--- config.mk ---
export PLATFORM = sky130hd
export DESIGN_NAME = cache_miss_ctrl
export DESIGN_NICKNAME = d
export VERILOG_FILES = /design/src/rtl/cache_miss_ctrl.sv
export SDC_FILE = /design/constraint.sdc
export NUM_CORES = 1
export LEC_CHECK = 0
export CAP_MARGIN = 20
export CORE_AREA = 4 4 158 160
export DETAILED_ROUTE_END_ITERATION = 16
export DIE_AREA = 0 0 162 164
export PLACE_DENSITY = 0.87
export SLEW_MARGIN = 20
export SYNTH_ARGS = -nofsm -noshare
export SYNTH_HDL_FRONTEND = slang
export SYNTH_SLANG_ARGS = --single-unit
--- constraint.sdc ---
create_clock -name clk -period 6.55 [get_ports clk]
set_clock_uncertainty 0.05 [all_clocks]
set_input_delay 1.31 -clock clk [delete_from_list [all_inputs] [get_ports clk]]
set_output_delay 1.31 -clock clk [all_outputs]
set_load 0.1 [all_outputs]
--- src/rtl/cache_miss_ctrl.sv ---
// cache_miss_ctrl
// Miss and write-through controller between the direct-mapped data cache and
// main data memory. Read misses run a single valid/ready read transaction and
// return the word to the cache as a one-cycle fill. Stores are posted into a
// small write-through FIFO that drains opportunistically while the pipeline
// keeps running. A read miss first waits for the FIFO to drain, so a read
// never overtakes a posted write.
//
// Memory port: at most one transaction is outstanding. A write request is the
// FIFO head, and it stays stable until it is popped. A read request uses the
// latched miss address.

module cache_miss_ctrl #(
    parameter int ADDR_WIDTH = 32,
    parameter int DATA_WIDTH = 32,
    parameter int WBUF_DEPTH = 4
) (
    input  logic                  clk,
    input  logic                  rst,
    // pipeline request side
    input  logic                  req_valid,
    input  logic                  req_wen,
    input  logic [ADDR_WIDTH-1:0] req_addr,
    input  logic [DATA_WIDTH-1:0] req_wdata,
    input  logic                  hit,
    output logic                  stall,
    // cache fill side
    output logic                  fill_valid,
    output logic [ADDR_WIDTH-1:0] fill_addr,
    output logic [DATA_WIDTH-1:0] fill_data,
    // memory side
    output logic                  mem_req,
    output logic                  mem_we,
    output logic [ADDR_WIDTH-1:0] mem_addr,
    output logic [DATA_WIDTH-1:0] mem_wdata,
    input  logic                  mem_ready,
    input  logic                  mem_rvalid,
    input  logic [DATA_WIDTH-1:0] mem_rdata
);

    localparam int PTR_W = $clog2(WBUF_DEPTH);
    localparam int CNT_W = PTR_W + 1;
    localparam logic [CNT_W-1:0] FULL_CNT  = CNT_W'(WBUF_DEPTH);
    localparam logic [CNT_W-1:0] EMPTY_CNT = '0;
    localparam logic [CNT_W-1:0] ONE_CNT   = CNT_W'(1);
    localparam logic [PTR_W-1:0] ONE_PTR   = PTR_W'(1);

    // controller states
    localparam logic [2:0] S_IDLE    = 3'd0;
    localparam logic [2:0] S_DRAIN   = 3'd1;
    localparam logic [2:0] S_RD_REQ  = 3'd2;
    localparam logic [2:0] S_RD_WAIT = 3'd3;
    localparam logic [2:0] S_FILL    = 3'd4;

    logic [2:0]            state;
    logic [2:0]            state_nxt;

    // write-through FIFO storage and bookkeeping
    logic [ADDR_WIDTH-1:0] wb_addr [WBUF_DEPTH];
    logic [DATA_WIDTH-1:0] wb_data [WBUF_DEPTH];
    logic [PTR_W-1:0]      head;
    logic [PTR_W-1:0]      tail;
    logic [CNT_W-1:0]      count;
    logic [CNT_W-1:0]      count_nxt;

    // miss context
    logic [ADDR_WIDTH-1:0] miss_addr;
    logic [DATA_WIDTH-1:0] fill_q;

    // request decode
    logic                  in_idle;
    logic                  buf_empty;
    logic                  buf_full;
    logic                  load_miss;
    logic                  store_req;
    logic                  drain_active;
    logic                  push;
    logic                  pop;
    logic                  latch_miss;

    // Decode the request and FIFO conditions; fullness uses start-of-cycle count
    always_comb begin
        in_idle      = (state == S_IDLE);
        buf_empty    = (count == EMPTY_CNT);
        buf_full     = (count == FULL_CNT);
        load_miss    = req_valid && !req_wen && !hit;
        store_req    = req_valid && req_wen;
        drain_active = (in_idle || (state == S_DRAIN)) && !buf_empty;
        push         = in_idle && store_req && !buf_full;
        pop          = drain_active && mem_ready;
        latch_miss   = in_idle && load_miss;
    end

    // Next FIFO occupancy; a simultaneous push and pop leaves it unchanged
    always_comb begin
        count_nxt = count;
        case ({push, pop})
            2'b10:   count_nxt = count + ONE_CNT;
            2'b01:   count_nxt = count - ONE_CNT;
            default: count_nxt = count;
        endcase
    end

    // Next-state logic for the miss sequence
    always_comb begin
        state_nxt = state;
        case (state)
            S_IDLE: begin
                if (load_miss) begin
                    state_nxt = buf_empty ? S_RD_REQ : S_DRAIN;
                end
            end
            S_DRAIN: begin
                if (count_nxt == EMPTY_CNT) begin
                    state_nxt = S_RD_REQ;
                end
            end
            S_RD_REQ: begin
                if (mem_ready) begin
                    state_nxt = S_RD_WAIT;
                end
            end
            S_RD_WAIT: begin
                if (mem_rvalid) begin
                    state_nxt = S_FILL;
                end
            end
            S_FILL: begin
                state_nxt = S_IDLE;
            end
            default: begin
                state_nxt = S_IDLE;
            end
        endcase
    end

    // State register
    always_ff @(posedge clk) begin
        if (rst) begin
            state <= S_IDLE;
        end else begin
            state <= state_nxt;
        end
    end

    // FIFO pointers and count; a reset discards every buffered store
    always_ff @(posedge clk) begin
        if (rst) begin
            head  <= '0;
            tail  <= '0;
            count <= '0;
        end else begin
            if (push) begin
                tail <= tail + ONE_PTR;
            end
            if (pop) begin
                head <= head + ONE_PTR;
            end
            count <= count_nxt;
        end
    end

    // FIFO storage; entries are only meaningful between push and pop
    always_ff @(posedge clk) begin
        if (push) begin
            wb_addr[tail] <= req_addr;
            wb_data[tail] <= req_wdata;
        end
    end

    // Hold the miss address for the whole miss, regardless of input changes
    always_ff @(posedge clk) begin
        if (rst) begin
            miss_addr <= '0;
        end else if (latch_miss) begin
            miss_addr <= req_addr;
        end
    end

    // Capture read data only while waiting for it; stray rvalid is ignored
    always_ff @(posedge clk) begin
        if (rst) begin
            fill_q <= '0;
        end else if ((state == S_RD_WAIT) && mem_rvalid) begin
            fill_q <= mem_rdata;
        end
    end

    // Output decode; reset forces every output low in the reset cycle
    always_comb begin
        stall      = 1'b0;
        fill_valid = 1'b0;
        fill_addr  = miss_addr;
        fill_data  = fill_q;
        mem_req    = 1'b0;
        mem_we     = 1'b0;
        mem_addr   = '0;
        mem_wdata  = '0;

        case (state)
            S_IDLE:    stall = load_miss || (store_req && buf_full);
            S_DRAIN:   stall = 1'b1;
            S_RD_REQ:  stall = 1'b1;
            S_RD_WAIT: stall = 1'b1;
            S_FILL:    fill_valid = 1'b1;
            default:   stall = 1'b0;
        endcase

        if (drain_active) begin
            mem_req   = 1'b1;
            mem_we    = 1'b1;
            mem_addr  = wb_addr[head];
            mem_wdata = wb_data[head];
        end else if (state == S_RD_REQ) begin
            mem_req  = 1'b1;
            mem_addr = miss_addr;
        end

        if (rst) begin
            stall      = 1'b0;
            fill_valid = 1'b0;
            fill_addr  = '0;
            fill_data  = '0;
            mem_req    = 1'b0;
            mem_we     = 1'b0;
            mem_addr   = '0;
            mem_wdata  = '0;
        end
    end

endmodule

==> impl_metrics.csv <==
group,metric,value,unit
clock_network,clkTransAtPathRegs,0.06,ns
routing,wirelength,30490,um
worst_setup_path,critical_path_required,5.19,ns
grt,grt_use_total,0.2293,
floorplanning,coreArea,23400,sq um
clock_network,cts_tree,"built",
logic_synthesis,synth_area,13240,sq um
logic_synthesis,synthTopCellsByArea,"edfxtp_1 58%, dfxtp_1 11%, mux4_2 11%, nand2_1 4.5%, a21oi_1 3.7%",
layout,layout-drive-gt1-share,0.1752,
logic_synthesis,ys_seq_elements,332,
clock_network,numClockSinks,332,
place,dp_cells,1410,
logic_synthesis,yosysTopAreaCellShare,0.5804,
worst_hold_path,hold_class,"flop to flop",
logic_synthesis,syn_avg_cell_area,14.55,sq um
clock_network,cts-root-buf,"clkbuf_16",
floorplanning,die_h,164,um
sta,hold_viol_final,0,
sta,drv_slew,0,
place,gp_congestion,0.7855,
routing,drt_first_iter_violations,691,
worst_setup_path,end_kind,"primary output",
sta,min_period_over_period,0.7805,
worst_setup_path,critPathKind,"input port to primary output",
worst_setup_path,path_cells,"buf_4, nor4_4, nand2_1, a21oi_1, clkdlybuf4s50_1",
sta,worstMarginPinSlew,1.044,ns
pwr,intPower,4.425,mW
routing,wl_per_cell,20.70,um
clock_network,cts_buffer_depth,3,
sta,setup_violations,0,
layout,final_common_cell,"edfxtp_1",
floorplanning,initial_core_util,0.5659,
worst_setup_path,ff2ff_path_depth,10,
place,dp_hpwl,18260,um
routing,drtAntennaViolNets,0,
logic_synthesis,synth_nets,1019,
sta,fin_ws,1.437,ns
logic_synthesis,ys.flop_type,"edfxtp_1",
pwr,ir_drop,0.0003498,V
layout,fin_util,0.7211,
worst_setup_path,reg2reg_slack,3.56,ns
pwr,p_leak,5.572,nW
grt,grt_pass1_vias,8454,
logic_synthesis,synth_edf_count,256,
pwr,power,7.207,mW
grt,antenna_found_initial,2,
routing,vias,8168,
run_status,status,"finished clean",
clock_network,postCtsSetupRepairBufs,0,
floorplanning,row_count,56,
worst_setup_path,worst-path-max-fanout,56,
worst_setup_path,crit_start,"rst",
floorplanning,io_pins,235,
logic_synthesis,synth_warnings,0,
worst_setup_path,r2r-start,"count[0]",
pwr,combPwrFrac,0.356,
worst_setup_path,cpPeakStageDelay,1.15,ns
sta,period_needed,5.113,ns
sta,fmax,195.6,MHz
routing,drc,0,
grt,grt_pass1_wl,47290,um
pwr,seqPwrFrac,0.350,
clock_network,cts-buffers-inserted,34,
floorplanning,die_area,26570,sq um
sta,finalSetupTns,0,ns
pwr,p_switching,2.782,mW
sta,slew_headroom,0.3015,
pwr,power.density,427.1,nW/um^2
sta,rsz0062_at_grt,"no",
routing,viasPerCell,5.545,
grt,grt_max_degree,65,
clock_network,hold_buffers,0,
worst_setup_path,reg2reg_to,"state[1]",
logic_synthesis,synthCells,910,
logic_synthesis,async_flop_share,0,
pwr,clkPwrFrac,0.294,
layout,layout.cells.non_filler,1473,
worst_hold_path,hp-start,"fill_q[16]",
place,post-place-ws,1.440,ns
logic_synthesis,synth.distinct_cells,44,
layout,syn_to_final_growth,27.43,%
logic_synthesis,ys_seq_area_frac,0.6953,
layout,fin_nets,1236,
floorplanning,die_w,162,um
clock_network,htreeDepth,2,
logic_synthesis,yosysTopAreaCell,"edfxtp_1",
grt,grt_overflow,0,
worst_setup_path,critPathSlowestCell,"clkdlybuf4s50_1",
flow_run,drv_cap,0,
clock_network,cts_resized,0,
pwr,switching_share,0.3860,
layout,final_cell_mix,"256 x edfxtp_1, 177 x clkdlybuf4s50_1, 160 x nand2_1, 98 x a21oi_1, 74 x dfxtp_1",
clock_network,insertion_delay,0.51,ns
worst_setup_path,endpoint,"mem_addr[28]",
routing,first_pass_iters,5,
worst_setup_path,crit_path_start_kind,"input port",
place,io_buffers,234,
worst_setup_path,cp.arrival,3.75,ns
[critical path, delay by kind of cell]
family	cells	cell delay (ns)
buf+inv	2	1.43
simple gates	2	0.80
compound gates	1	0.18
[cell usage after synthesis, types with 2 or more instances]
cell,number
nor3_1,3
or3_1,2
buf_8,3
clkbuf_1,31
inv_1,8
mux4_2,64
ha_1,5
dfxtp_1,76
nand2_1,160
buf_2,25
xnor2_1,2
xor2_1,3
nor2b_1,64
a21oi_1,98
o21ai_0,4
and2_1,36
nor2_1,42
edfxtp_1,256
nand2_2,2
or2_2,2
[flip-flops by register name, indices dropped and copies added, names as in the netlist, named ones only]
name and count:
count 3, wb_data 128, head 2, wb_addr 128, tail 2, miss_addr 32
state 3, fill_q 32
[kinds of logic (layout without fill, tap and decap cells)]
logic type	Yosys count	count (layout)	share of synthesized area
buf+inv	70	313	0.02541
other cells	0	1	0
simple gates	326	326	0.1188
compound gates	106	106	0.04138
fa+ha+maj	6	6	0.006235
flops	332	332	0.6953
xor+xnor	5	5	0.003307
mux	65	65	0.1096
[routing by layer]
layer  GRT usage  vias up  wire length [um]
li1            -     3750                 -
met1      0.2942     4062             11950
met2      0.3971      283             15790
met3     0.04040       71              1787
met4     0.08420        2               955
met5           0        -                 8
[worst min path at each step]
stage / end / slack, ns / depth (start not counted)
after CTS: fill_q[16] / 0.40 / 2
after detailed placement: fill_q[16] / 0.39 / 2
final: fill_q[16] / 0.40 / 2
after global routing: fill_q[2] / 0.42 / 2
after global placement: fill_q[1] / 0.39 / 2
after floorplan: fill_q[0] / 0.38 / 2
[per-stage QoR]
stage / hold WS (ns) / area [sq um]
6_report: 0.3994 / 16880
5_1_grt: 0.4216 / 16880
4_1_cts: 0.4002 / 16870
3_5_place_dp: 0.3917 / 15630
3_3_place_gp: 0.3872 / 15630
2_1_floorplan: 0.3818 / 13240
[power groups by stage]
stage	logic, mW	registers, mW	clock network [mW]
6_report	2.56	2.52	2.12
5_1_grt	2.68	2.54	2.25
4_1_cts	2.58	2.53	2.16
3_5_place_dp	2.56	2.57	0
3_3_place_gp	2.54	2.56	0
2_1_floorplan	2.05	2.48	0
[layout make-up]
cell class	instances	area [sq um]
inverter	9	33.78
tap	319	399.1
clock buffer	44	929.6
clock inverter	18	317.8
fill	1499	6526
timing repair buffer	242	2260
multi-input combinational	508	3717
antenna	1	2.502
sequential	332	9216
No activity file was read; power rests on OpenSTA's default activity.
